[src/rtl/dfd_cla_pkg.sv]
// Shared types and default widths for the CLA change-rate monitor.
// Holds the FSM state encoding used by the monitor and its counters.
package dfd_cla_pkg;

    localparam int CNT_WIDTH_DEF = 8;
    localparam int WIN_WIDTH_DEF = 16;

    typedef enum logic [1:0] {
        IDLE  = 2'd0,
        COUNT = 2'd1,
        HOLD  = 2'd2
    } state_e;

    localparam logic [1:0] ST_IDLE  = 2'd0;
    localparam logic [1:0] ST_COUNT = 2'd1;
    localparam logic [1:0] ST_HOLD  = 2'd2;

endpackage

[src/rtl/dfd_cla_sat_counter.sv]
// Loadable down-counter that stops at zero, with a zero flag.
// Ports: clock, reset, clr, load/load_value, dec -> value, zero.
module dfd_cla_sat_counter
    import dfd_cla_pkg::*;
#(
    parameter int WIDTH = WIN_WIDTH_DEF
) (
    input  logic             clock,
    input  logic             reset,
    input  logic             clr,
    input  logic             load,
    input  logic [WIDTH-1:0] load_value,
    input  logic             dec,
    output logic [WIDTH-1:0] value,
    output logic             zero
);

    assign zero = (value == '0);

    always_ff @(posedge clock) begin
        if (reset) begin
            value <= '0;
        end else if (clr) begin
            value <= '0;
        end else if (load) begin
            value <= load_value;
        end else if (dec && !zero) begin
            value <= value - WIDTH'(1);
        end
    end

endmodule

[src/rtl/dfd_cla_change_rate_monitor.sv]
// Rate qualifier for CLA change pulses: counts changes per window,
// fires a one-cycle rate_match at threshold, then holds off.
// Ports: clock, reset, enable, clear, window_len, threshold,
// holdoff_len, change_match -> rate_match, change_count,
// window_active, saturated.
module dfd_cla_change_rate_monitor
    import dfd_cla_pkg::*;
#(
    parameter int CNT_WIDTH = CNT_WIDTH_DEF,
    parameter int WIN_WIDTH = WIN_WIDTH_DEF
) (
    input  logic                 clock,
    input  logic                 reset,
    input  logic                 enable,
    input  logic                 clear,
    input  logic [WIN_WIDTH-1:0] window_len,
    input  logic [CNT_WIDTH-1:0] threshold,
    input  logic [WIN_WIDTH-1:0] holdoff_len,
    input  logic                 change_match,
    output logic                 rate_match,
    output logic [CNT_WIDTH-1:0] change_count,
    output logic                 window_active,
    output logic                 saturated
);

    localparam logic [CNT_WIDTH-1:0] CNT_MAX = {CNT_WIDTH{1'b1}};

    logic [1:0]           state;
    logic [1:0]           state_n;
    logic [CNT_WIDTH-1:0] cnt;
    logic [CNT_WIDTH-1:0] cnt_n;
    logic                 sat;
    logic                 sat_n;

    logic                 flush;
    logic                 live;
    logic [CNT_WIDTH:0]   sum;
    logic                 hit;
    logic [WIN_WIDTH-1:0] win_reload;

    logic                 win_load;
    logic                 win_dec;
    logic                 win_zero;
    logic [WIN_WIDTH-1:0] win_value;
    logic                 hold_load;
    logic                 hold_dec;
    logic                 hold_zero;
    logic [WIN_WIDTH-1:0] hold_value;

    assign flush = clear | ~enable;

    // The pulse cycle after a match is dead: changes are dropped
    // and the window is frozen, so pulses can never be adjacent.
    assign live = (state == ST_COUNT) && !rate_match;

    // Match is judged on the unsaturated sum, so a saturated
    // counter still compares correctly against the threshold.
    assign sum = {1'b0, cnt} + {{CNT_WIDTH{1'b0}}, change_match};
    assign hit = live && (threshold != '0)
              && (sum >= {1'b0, threshold});

    // A zero window length behaves as a one-cycle window.
    assign win_reload = (window_len == '0) ? '0
                      : window_len - WIN_WIDTH'(1);

    always_comb begin
        state_n   = state;
        cnt_n     = cnt;
        sat_n     = sat;
        win_load  = 1'b0;
        win_dec   = 1'b0;
        hold_load = 1'b0;
        hold_dec  = 1'b0;
        case (state)
            ST_IDLE: begin
                state_n  = ST_COUNT;
                cnt_n    = '0;
                win_load = 1'b1;
            end
            ST_COUNT: begin
                if (hit) begin
                    cnt_n = '0;
                    if (holdoff_len == '0) begin
                        win_load = 1'b1;
                    end else begin
                        state_n   = ST_HOLD;
                        hold_load = 1'b1;
                    end
                end else if (live && win_zero) begin
                    cnt_n    = '0;
                    win_load = 1'b1;
                end else if (live) begin
                    win_dec = 1'b1;
                    if (sum >= {1'b0, CNT_MAX}) begin
                        cnt_n = CNT_MAX;
                        sat_n = 1'b1;
                    end else begin
                        cnt_n = sum[CNT_WIDTH-1:0];
                    end
                end
            end
            ST_HOLD: begin
                cnt_n = '0;
                if (hold_zero) begin
                    state_n  = ST_COUNT;
                    win_load = 1'b1;
                end else begin
                    hold_dec = 1'b1;
                end
            end
            default: begin
                state_n = ST_IDLE;
                cnt_n   = '0;
            end
        endcase
    end

    always_ff @(posedge clock) begin
        if (reset) begin
            state      <= ST_IDLE;
            cnt        <= '0;
            sat        <= 1'b0;
            rate_match <= 1'b0;
        end else if (flush) begin
            state      <= ST_IDLE;
            cnt        <= '0;
            sat        <= 1'b0;
            rate_match <= 1'b0;
        end else begin
            state      <= state_n;
            cnt        <= cnt_n;
            sat        <= sat_n;
            rate_match <= hit;
        end
    end

    dfd_cla_sat_counter #(.WIDTH(WIN_WIDTH)) u_win (
        .clock      (clock),
        .reset      (reset),
        .clr        (flush),
        .load       (win_load),
        .load_value (win_reload),
        .dec        (win_dec),
        .value      (win_value),
        .zero       (win_zero)
    );

    dfd_cla_sat_counter #(.WIDTH(WIN_WIDTH)) u_hold (
        .clock      (clock),
        .reset      (reset),
        .clr        (flush),
        .load       (hold_load),
        .load_value (holdoff_len),
        .dec        (hold_dec),
        .value      (hold_value),
        .zero       (hold_zero)
    );

    assign change_count  = cnt;
    assign window_active = (state == ST_COUNT);
    assign saturated     = sat;

endmodule

[config.mk]
export PLATFORM = sky130hd
export DESIGN_NAME = dfd_cla_change_rate_monitor
export DESIGN_NICKNAME = d
export VERILOG_FILES = /design/src/rtl/dfd_cla_pkg.sv /design/src/rtl/dfd_cla_sat_counter.sv /design/src/rtl/dfd_cla_change_rate_monitor.sv
export SDC_FILE = /design/constraint.sdc
export NUM_CORES = 1
export LEC_CHECK = 0
export CORE_MARGIN = 2
export CORE_UTILIZATION = 50
export DETAILED_ROUTE_END_ITERATION = 10
export PLACE_DENSITY_LB_ADDON = 0.12
export SLEW_MARGIN = 0
export SYNTH_ARGS = -nofsm -noshare
export SYNTH_HDL_FRONTEND = slang
export SYNTH_SLANG_ARGS = --single-unit
[constraint.sdc]
create_clock -name clock -period 4.2 [get_ports clock]
set_input_delay 0.84 -clock clock [delete_from_list [all_inputs] [get_ports clock]]
set_output_delay 0.84 -clock clock [all_outputs]
set_load 0.01 [all_outputs]
Yosys cells after proc, flatten, opt, wreduce, memory -nomap -nowiden
Cells that the tools add are included.

word-level totals
  input port bits = 45
  flip-flop bits (word level) = 44
  output and inout bits = 11
  word-level logic and storage cells = 67

operators by class
  mux-type cells = 24
  reduce and logical (&&, ||, !) cells = 21
  add/subtract/negate cells = 4
  eq/ne operators = 5
  order comparisons = 2
  bitwise operators = 5

operator list
  cell                   number
  $mux 16                5
  $logic_not 16->1       4
  $sub 16x1->16 const B  3
  $mux 1                 13
  $add 8x1->9            1
  $ge 9x8->1             1
  $ge 9x8->1 const B     1
  $mux 8                 1
  $reduce_bool 8->1      1
  $logic_and 1x1->1      6
  $mux 2                 3
  $pmux 2 s3             1
  $reduce_and 5->1       1
  $reduce_or 5->1        1
  $ne 2x1->1 const B     2
  $not 1->1              4
  $reduce_bool 2->1      2
  $logic_not 1->1        3
  $pmux 1 s3             1
  $reduce_and 3->1       1
  $eq 2x1->1 const B     1
  $eq 2x2->1 const B     1
  $logic_not 2->1        1
  $ne 2x2->1 const B     1
  other kinds (2)        2

Depth between registers and ports, before layout
Gate-level depths: netlist of run 1.

  depth after elaboration = 9
  depth in mapped cells = 14
  depth with buffers taken out = 12

Hierarchy
Synthesis of run 1 repeated with hierarchy kept, for this count alone.

second synthesis, totals
  cells, all modules = 462
  area, all modules = 3,523.4 µm²

by module, submodules not included
  module                       times used  cells each  area each (µm²)
  dfd_cla_sat_counter          2           135         1,072.3
  dfd_cla_change_rate_monitor  1           192         1,378.8

Worst setup path before layout of run 1
No wires, ideal clock.

  path type = input to register
  start = in change_match
  end = reg u_win.value[14]
  path buffers = 0
  stages on the path = 12
  arrival = 3.393 ns
  path slack = 0.740 ns
  path through = ha_1 > ha_1 > and3_1 > xor2_1 > ha_1 > nand2_1 > nor2_1 > a311oi_1 > a21oi_1 > or4_1 > o21a_1 > a21oi_2

between the ends
  cells in the longest elaborated chain, start to end = 7

ends and longest elaborated chain
  item                                RTL line                           source
  from (decl)                         dfd_cla_change_rate_monitor.sv:19  input logic change_match,
  $add 8x1->9 (*)                     dfd_cla_change_rate_monitor.sv:58  assign sum = {1'b0, cnt} + {{CNT_WIDTH{1'b0}}, change_match};
  $ge 9x8->1 (*)                      dfd_cla_change_rate_monitor.sv:60  && (sum >= {1'b0, threshold});
  $logic_and 1x1->1 (*)               dfd_cla_change_rate_monitor.sv:60
  $mux 1                              dfd_cla_change_rate_monitor.sv:81  if (hit) begin
  $mux 1                              dfd_cla_change_rate_monitor.sv:74  case (state)
  $logic_and 1x1->1                   dfd_cla_sat_counter.sv:27          end else if (dec && !zero) begin
  $reduce_bool 2->1 (no source line)  --
  to (signal assigned)                dfd_cla_sat_counter.sv:26          value <= load_value;
  to (signal assigned)                dfd_cla_sat_counter.sv:28          value <= value - WIDTH'(1);
  to (decl)                           dfd_cla_sat_counter.sv:14          output logic [WIDTH-1:0] value,

Every way passes the cells marked *; elsewhere a longest branch is shown, timed or not.
A chain may end at the register's enable or synchronous reset.

Worst setup path after layout of run 1
  start = in change_match
  end = reg cnt[1], in the netlist change_count[1]

between the ends
  cells in the longest elaborated chain, start to end = 4

ends and longest elaborated chain
  item                              RTL line                            source
  $add 8x1->9 (*)                   dfd_cla_change_rate_monitor.sv:58
  $ge 9x8->1                        dfd_cla_change_rate_monitor.sv:60
  $logic_and 1x1->1                 dfd_cla_change_rate_monitor.sv:60
  $reduce_or 5->1 (no source line)  --
  to (signal assigned)              dfd_cla_change_rate_monitor.sv:131  cnt <= cnt_n;
  to (decl)                         dfd_cla_change_rate_monitor.sv:30   logic [CNT_WIDTH-1:0] cnt;

Marks and branches as above.

==> metrics.txt, run 1 <==
worst slew pin tran ~0.96 ns; synthesized area per cell 7.547 um2; largest net degree at the start of global routing 32; register area 880.8 um2; Vias/cell 5.708; CTS Hold Buffers Added 0; met2 wire length between 3000 and 4000 um; Clk pin slew, worst setup/hold paths 0.08 ns; most common cell after layout, fill and taps aside nor2_1; FP Rows 28; Worst path top cell family by delay simple AND/OR/NAND/NOR gates; Top Metal Used met4; share of the synthesized area in the top cell type about 29%; die width about 80 um; crit path max fanout 8; vias in the first global route around 2700; fin util between 60 and 70%; Post-synth top flop dfxtp_1; met1 wire length between 3000 and 4000 um; setup TNS 0 ns; die height 82.19 um; fmax 261.2 MHz; CP Buf/Inv Count 2; layout net count 518; I/O Buffers 55; final slew viol count 0; Crit path arrival time 4.04 ns; post-synth cell types 55; Yosys top cell by area dfxtp_1; classification of the worst setup path input port to register; RSZ-0062 raised after global routing false; max_cap viols 0; area of the core 5921 um2; CTS tree built; clk_skew ~0.013 ns; met3 routed WL 325 um; CTS buffer count 5; routability cong. approximately 0.92; Slew headroom between 30% and 40%; final wirelength 7455 um; crit path capture type register; # Post-CTS Setup Buffers 0; DRC errors left 0; endpoints failing hold 0; syn_nets 464; class of the worst hold path register to register; DR pass1 iterations 4; pre-CTS WS 0.09773 ns; Tcrit/Tclk final 91.15%; Final WS setup around 0.37 ns; Root Buffer Master clkbuf_8; number of antenna diodes 0; fraction of layout cells with a size suffix above 1 about 5.2%; ANT nets after route 0; Post-synth EDFFs 0; Initial Utilization between 50% and 60%; Seq/Total Area, Yosys slightly below 30%; Ys Warns 0; VDD IR max 0.0001639 V; gr usage total roughly 23%; pwr/cell area 226.9 nW/um2; grt ovf 0; post_cts resized 0; status finished clean; Synth Register Bits between 40 and 50; commonest cells after routing, fill and taps aside nor2_1 (61), clkdlybuf4s50_1 (55), dfxtp_1 (44); leakage power about 0.0014 uW; P&R area growth vs syn 23.66%; max incr delay on CP roughly 0.50 ns; fillcell total 563; vias after detailed routing ~3100; Critical-path top delay cell clkdlybuf4s50_1; synthesized area between 3000 and 4000 um2; I/O pins 56; Die ar. 6754 um2; synth top area cells dfxtp_1 (29%), nor2_1 (7.5%), a21oi_1 (6.5%), ha_1 (5.7%), xor2_1 (4.6%); first-pass GRT wire length around 12000 um; Syn Inst Count 405; ys async rst share 0%; cell mode on critical path ha_1; setup violators final 0; Worst EP required 4.41 ns; worst skew pair latency 0.30 ns; fin crit period 3.828 ns; startpoint types input port; Avg WL per Cell 13.93 um; DP HPWL 5772 um; H-tree levels 2; Initial DRC Count roughly 160; CTS max path bufs 2; CTS sink cnt 44; initial antenna violation count 0; Cell Chain, Critical Path clkdlybuf4s50_1 -> ha_1 -> ha_1 -> and3_1 -> xor2_1 -> ha_1 -> nand2_1 -> nor2_1 -> a311oi_1 -> a21o_1 -> buf_4 -> nand4b_1 -> nor3_1; Multi-input gate area between 2000 and 2500 um2
-- cell type report --
cell class	instances	share of cell area (%)
Clock buffer	7	2.284
Timing Repair Buffer	63	16.48
Sequential cell	44	23.30
Inverter	18	1.787
Multi-Input combinational cell	327	53.46
Clock inverter	1	0.1986
Tap cell	75	2.483
-- cells by family (layout without fill, tap and decap cells) --
family          after synthesis  after routing  share of synthesized area, %
compound gates              101            101                         20.14
xor+xnor                     30             30                         8.596
fa+ha+maj                    14             14                         5.731
buf+inv                      34             89                         5.075
flops                        44             44                         28.82
mux                           4              4                         1.310
simple gates                178            178                         30.33
-- per-stage QoR --
step	hold WS [ns]	instance area [um2]	power [uW]	instances
floorplan	0.4564	3057	520.3	405
global placement	0.4547	3686	585.9	527
detailed placement	0.4609	3686	587.5	527
CTS	0.4803	3780	864.1	535
global route	0.4997	3780	895.9	535
finish	0.4729	3780	857.7	535
-- flip-flops by register name, indices dropped and copies added (netlist names) --
| signal | flops |
|---|---|
| u_win.value | 16 |
| rate_match | 1 |
| u_hold.value | 16 |
| saturated | 1 |
| state | 2 |
| change_count | 8 |
-- worst register-to-register path, cell delays in order, from the launching register on --
cell,delay [ns]
dfxtp_1,0.39
ha_1,0.18
ha_1,0.26
and3_1,0.24
xor2_1,0.22
ha_1,0.28
nand2_1,0.08
nor2_1,0.05
a311oi_1,0.32
a21o_1,0.29
buf_4,0.19
nand4b_1,0.34
nor3_1,0.28
-- Yosys cell counts (3+ instances only) --
cell type,instances
nor2_1,61
o21ai_0,6
ha_1,14
or4_1,6
mux2i_1,4
a32oi_1,4
o22ai_1,5
o21ai_1,19
inv_1,18
a211oi_1,4
clkbuf_1,10
nand2b_1,4
nand4_1,13
and3_1,6
dfxtp_1,44
nand2_1,19
nor3_1,26
xnor2_1,14
nor4_1,7
xor2_1,16
nand3_1,13
nor2b_1,5
buf_4,3
a21oi_1,40
-- where the power goes --
part | total [uW] | internal, uW | leakage, uW | switching (uW)
logic | 152 | 78.2 | 0.000983 | 73.6
registers | 427 | 422 | 0.000356 | 4.87
clock network | 279 | 134 | 0.0000445 | 145
total | 858 | 634 | 0.00138 | 224
-- worst paths after layout --
| path | end | startpoint | slack, ns | cells after the start |
|---|---|---|---|---|
| worst max-delay path | change_count[1]$_SDFFE_PP0P_ | change_match | 0.37 | 13 |
| worst min-delay path | saturated$_SDFFE_PP0P_ | saturated$_SDFFE_PP0P_ | 0.47 | 2 |
| worst max register to register | change_count[1]$_SDFFE_PP0P_ | change_count[0]$_SDFFE_PP0P_ | 1.02 | 12 |
| worst min register to register | saturated$_SDFFE_PP0P_ | saturated$_SDFFE_PP0P_ | 0.47 | 2 |
-- metal layers --
layer / vias to the layer above / global-route usage (%)
li1: 1587 / -
met1: 1394 / 31.35
met2: 67 / 37.74
met3: 6 / 3.913
met4: 0 / 5.167
met5: - / 0
Power figures use the tool's default switching activity.
==> inputs of run 2 (changes only) <==
- GPL_ROUTABILITY_DRIVEN: default -> 0
==> results of run 2 <==
Final layout, timing and power as in run 1 (identical DEF).
==> inputs of run 3 (changes only) <==
- ABC_AREA: default -> 1
- RECOVER_POWER: default -> 100
==> run 3 against run 2 <==
- worst setup slack gained 0.053 ns
- core utilization shrank 2.5 points
- hold slack improved by 0.0045 ns
- global-route usage is 0.16 points lower
- critical path type unchanged
- largest cell class unchanged
- sequential share of layout area fell by 1.9 points
- via count rose by 14%
- sequential power hardly changed
- largest power group unchanged
- sequential cell count did not move
==> metrics.txt, run 3 <==
Yosys top cell by area dfxtp_1; most common cell in the synthesized netlist nand2_1; reg2reg start change_count[0]$_SDFFE_PP0P_; Tcrit/Tclk final 89.90%; VDD IR max 0.0001914 V; syn_nets 578; fraction of layout cells with a size suffix above 1 7.840%; Crit path arrival time 3.93 ns; most common cell after layout, fill and taps aside nand2_1; Worst EP required 4.36 ns; Initial DRC Count 162; gr usage total 22.78%; Avg WL per Cell roughly 12 um; status finished clean; FP Rows 30; P&R area growth vs syn 20.09%; fillcell total 672; post-synth cell types between 40 and 50; die width 86.85 um; Initial Utilization 51.08%; fin util between 60% and 70%; RSZ-0062 raised after global routing false; endpoints failing hold 0; Seq/Total Area, Yosys 25.67%; Post-Layout Cell Count between 600 and 700; vias in the first global route ~3200; number of antenna diodes 0; synthesized area about 3400 um2; pwr/cell area approximately 230 nW/um2; I/O pins 56; final wirelength slightly above 8000 um; Die ar. roughly 7500 um2; final slew viol count 0; class of the worst hold path register to register; CP startpoint change_match; first-pass GRT wire length around 14000 um; CTS buffer count 5; H-tree levels 2; largest net degree at the start of global routing 26; placed cells 646; ys async rst share 0%; layout net count 632; ANT nets after route 0; Final WS setup 0.4241 ns; share of the synthesized area in the top cell type about a quarter; Synth top cells by count nand2_1 (99), nor2_1 (72), inv_1 (63); worst hold start saturated$_SDFFE_PP0P_; Post-Synth Simple-Gate Area 38.10%; pre-CTS WS 0.1295 ns; crit path max fanout 21; Slew headroom 38.63%; synth top area cells dfxtp_1 (26%), nand2_1 (11%), nor2_1 (7.9%), xor2_1 (7.1%), inv_1 (6.9%); CTS sink cnt 44; vias after detailed routing 3476; Ys Warns 0; classification of the worst setup path input port to register; DR pass1 iterations 4; Synth Register Bits 44; CTS tree built; setup TNS 0 ns; Synth Area in Compound Gates approximately 12%; DP HPWL 6231 um; Syn Inst Count 519; CTS Hold Buffers Added 0; fmax about 260 MHz; largest family of logic cells by synthesized area simple AND/OR/NAND/NOR gates; CTS max path bufs 2; max_cap viols 0; post_cts resized 0; Post-Synth Adder-Cell Area 5.104%; Post-Synth XOR/XNOR Area between 8 and 9%; register area 880.8 um2; clk_skew 0.01274 ns; # Post-CTS Setup Buffers 0; die height 86.85 um; Post-synth top flop dfxtp_1; grt ovf 0; post-synthesis mux area share 0%; Root Buffer Master clkbuf_8; Clk pin slew, worst setup/hold paths 0.09 ns; I/O Buffers 55; fin crit period around 3.8 ns; worst skew pair latency roughly 0.31 ns; initial antenna violation count 0; synthesized area per cell around 6.6 um2; setup violators final 0; startpoint types input port; Post-synth EDFFs 0; commonest cells after routing, fill and taps aside nand2_1 (101), nor2_1 (72), inv_1 (64); area of the core 6719 um2; Vias/cell 5.315; leakage power 0.001884 uW; Multi-input gate area 2197 um2; crit path capture type register; worst slew pin tran roughly 0.92 ns; DRC errors left 0
==> run 3: cell types whose count changed in the layout (fill, tap and decap cells not counted), sizes merged, moves of 7 or more <==
cell           delta
dlygate4sd3      +11
nand3            +27
nor3             -14
a21oi            -13
xnor2             -7
inv              +52
o21ai             -8
nand2            +90
clkdlybuf4s50    -11
xor2             +12
nor2             +18
a31oi             +7
==> run 3: area by class of cell <==
type                    count  area share [%]
clock buffers               6           1.761
flip-flops and latches     44           21.37
clock inverters             2          0.8500
inverters                  70           6.375
well taps                  80           2.429
repair buffers             58           13.90
multi-input cells         394           53.31
==> run 3: path summary, 6_finish.rpt <==
check,to,slack [ns],cells past startpoint
setup / recovery,u_win.value[13]$_SDFFE_PP0P_,0.42,21
hold / removal,saturated$_SDFFE_PP0P_,0.48,1
setup reg to reg,u_win.value[13]$_SDFFE_PP0P_,1.08,20
hold reg to reg,saturated$_SDFFE_PP0P_,0.48,1
==> run 3: worst max-delay path: stages <==
cell and delay, ns:
clkdlybuf4s50_1 0.43, ha_1 0.21, ha_1 0.20, nand3_1 0.18, xor2_1 0.21, inv_1 0.08, ha_1 0.29, nand2_1 0.09
inv_1 0.04, nand2_1 0.05, nand3_1 0.07, nand2_1 0.07, nand2_1 0.04, nand2_1 0.06, nand2_2 0.07, nand2_1 0.16
nand2_1 0.09, nand2_2 0.14, nand2_2 0.26, a21boi_0 0.24, a21oi_1 0.08
==> run 3: kinds of logic (layout without fill, tap and decap cells) <==
| family | Yosys count | in the layout |
|---|---|---|
| AOI/OAI and AO/OA | 72 | 72 |
| xor gates and xnor gates | 35 | 35 |
| DFF | 44 | 44 |
| adders and majority gates | 14 | 14 |
| and+or+nand+nor | 273 | 273 |
| buffers and inverters | 81 | 136 |
==> run 3: where the power goes <==
part,switching (uW),internal (uW),total (uW)
sequential,5.43,423,428
combinational,96.3,86.1,182
clock,157,177,334
==> run 3: routing by layer <==
| layer | GRT usage, % | vias to the layer above | share of wire, % |
|---|---|---|---|
| li1 | - | 1812 | - |
| met1 | 30.43 | 1587 | 48 |
| met2 | 38.58 | 69 | 47 |
| met3 | 3.033 | 8 | 3.8 |
| met4 | 6.108 | 0 | 1.1 |
| met5 | 0 | - | 0 |
==> run 3: through the flow <==
| step | total power, uW | cell area [um2] | hold WS [ns] |
|---|---|---|---|
| final | 944.0 | 4121 | 0.4773 |
| after global routing | 988.8 | 4121 | 0.5063 |
| after CTS | 952.2 | 4136 | 0.4869 |
| after detailed placement | 622.0 | 4029 | 0.4647 |
| after global placement | 618.4 | 4029 | 0.4538 |
| after floorplan | 551.0 | 3432 | 0.4565 |
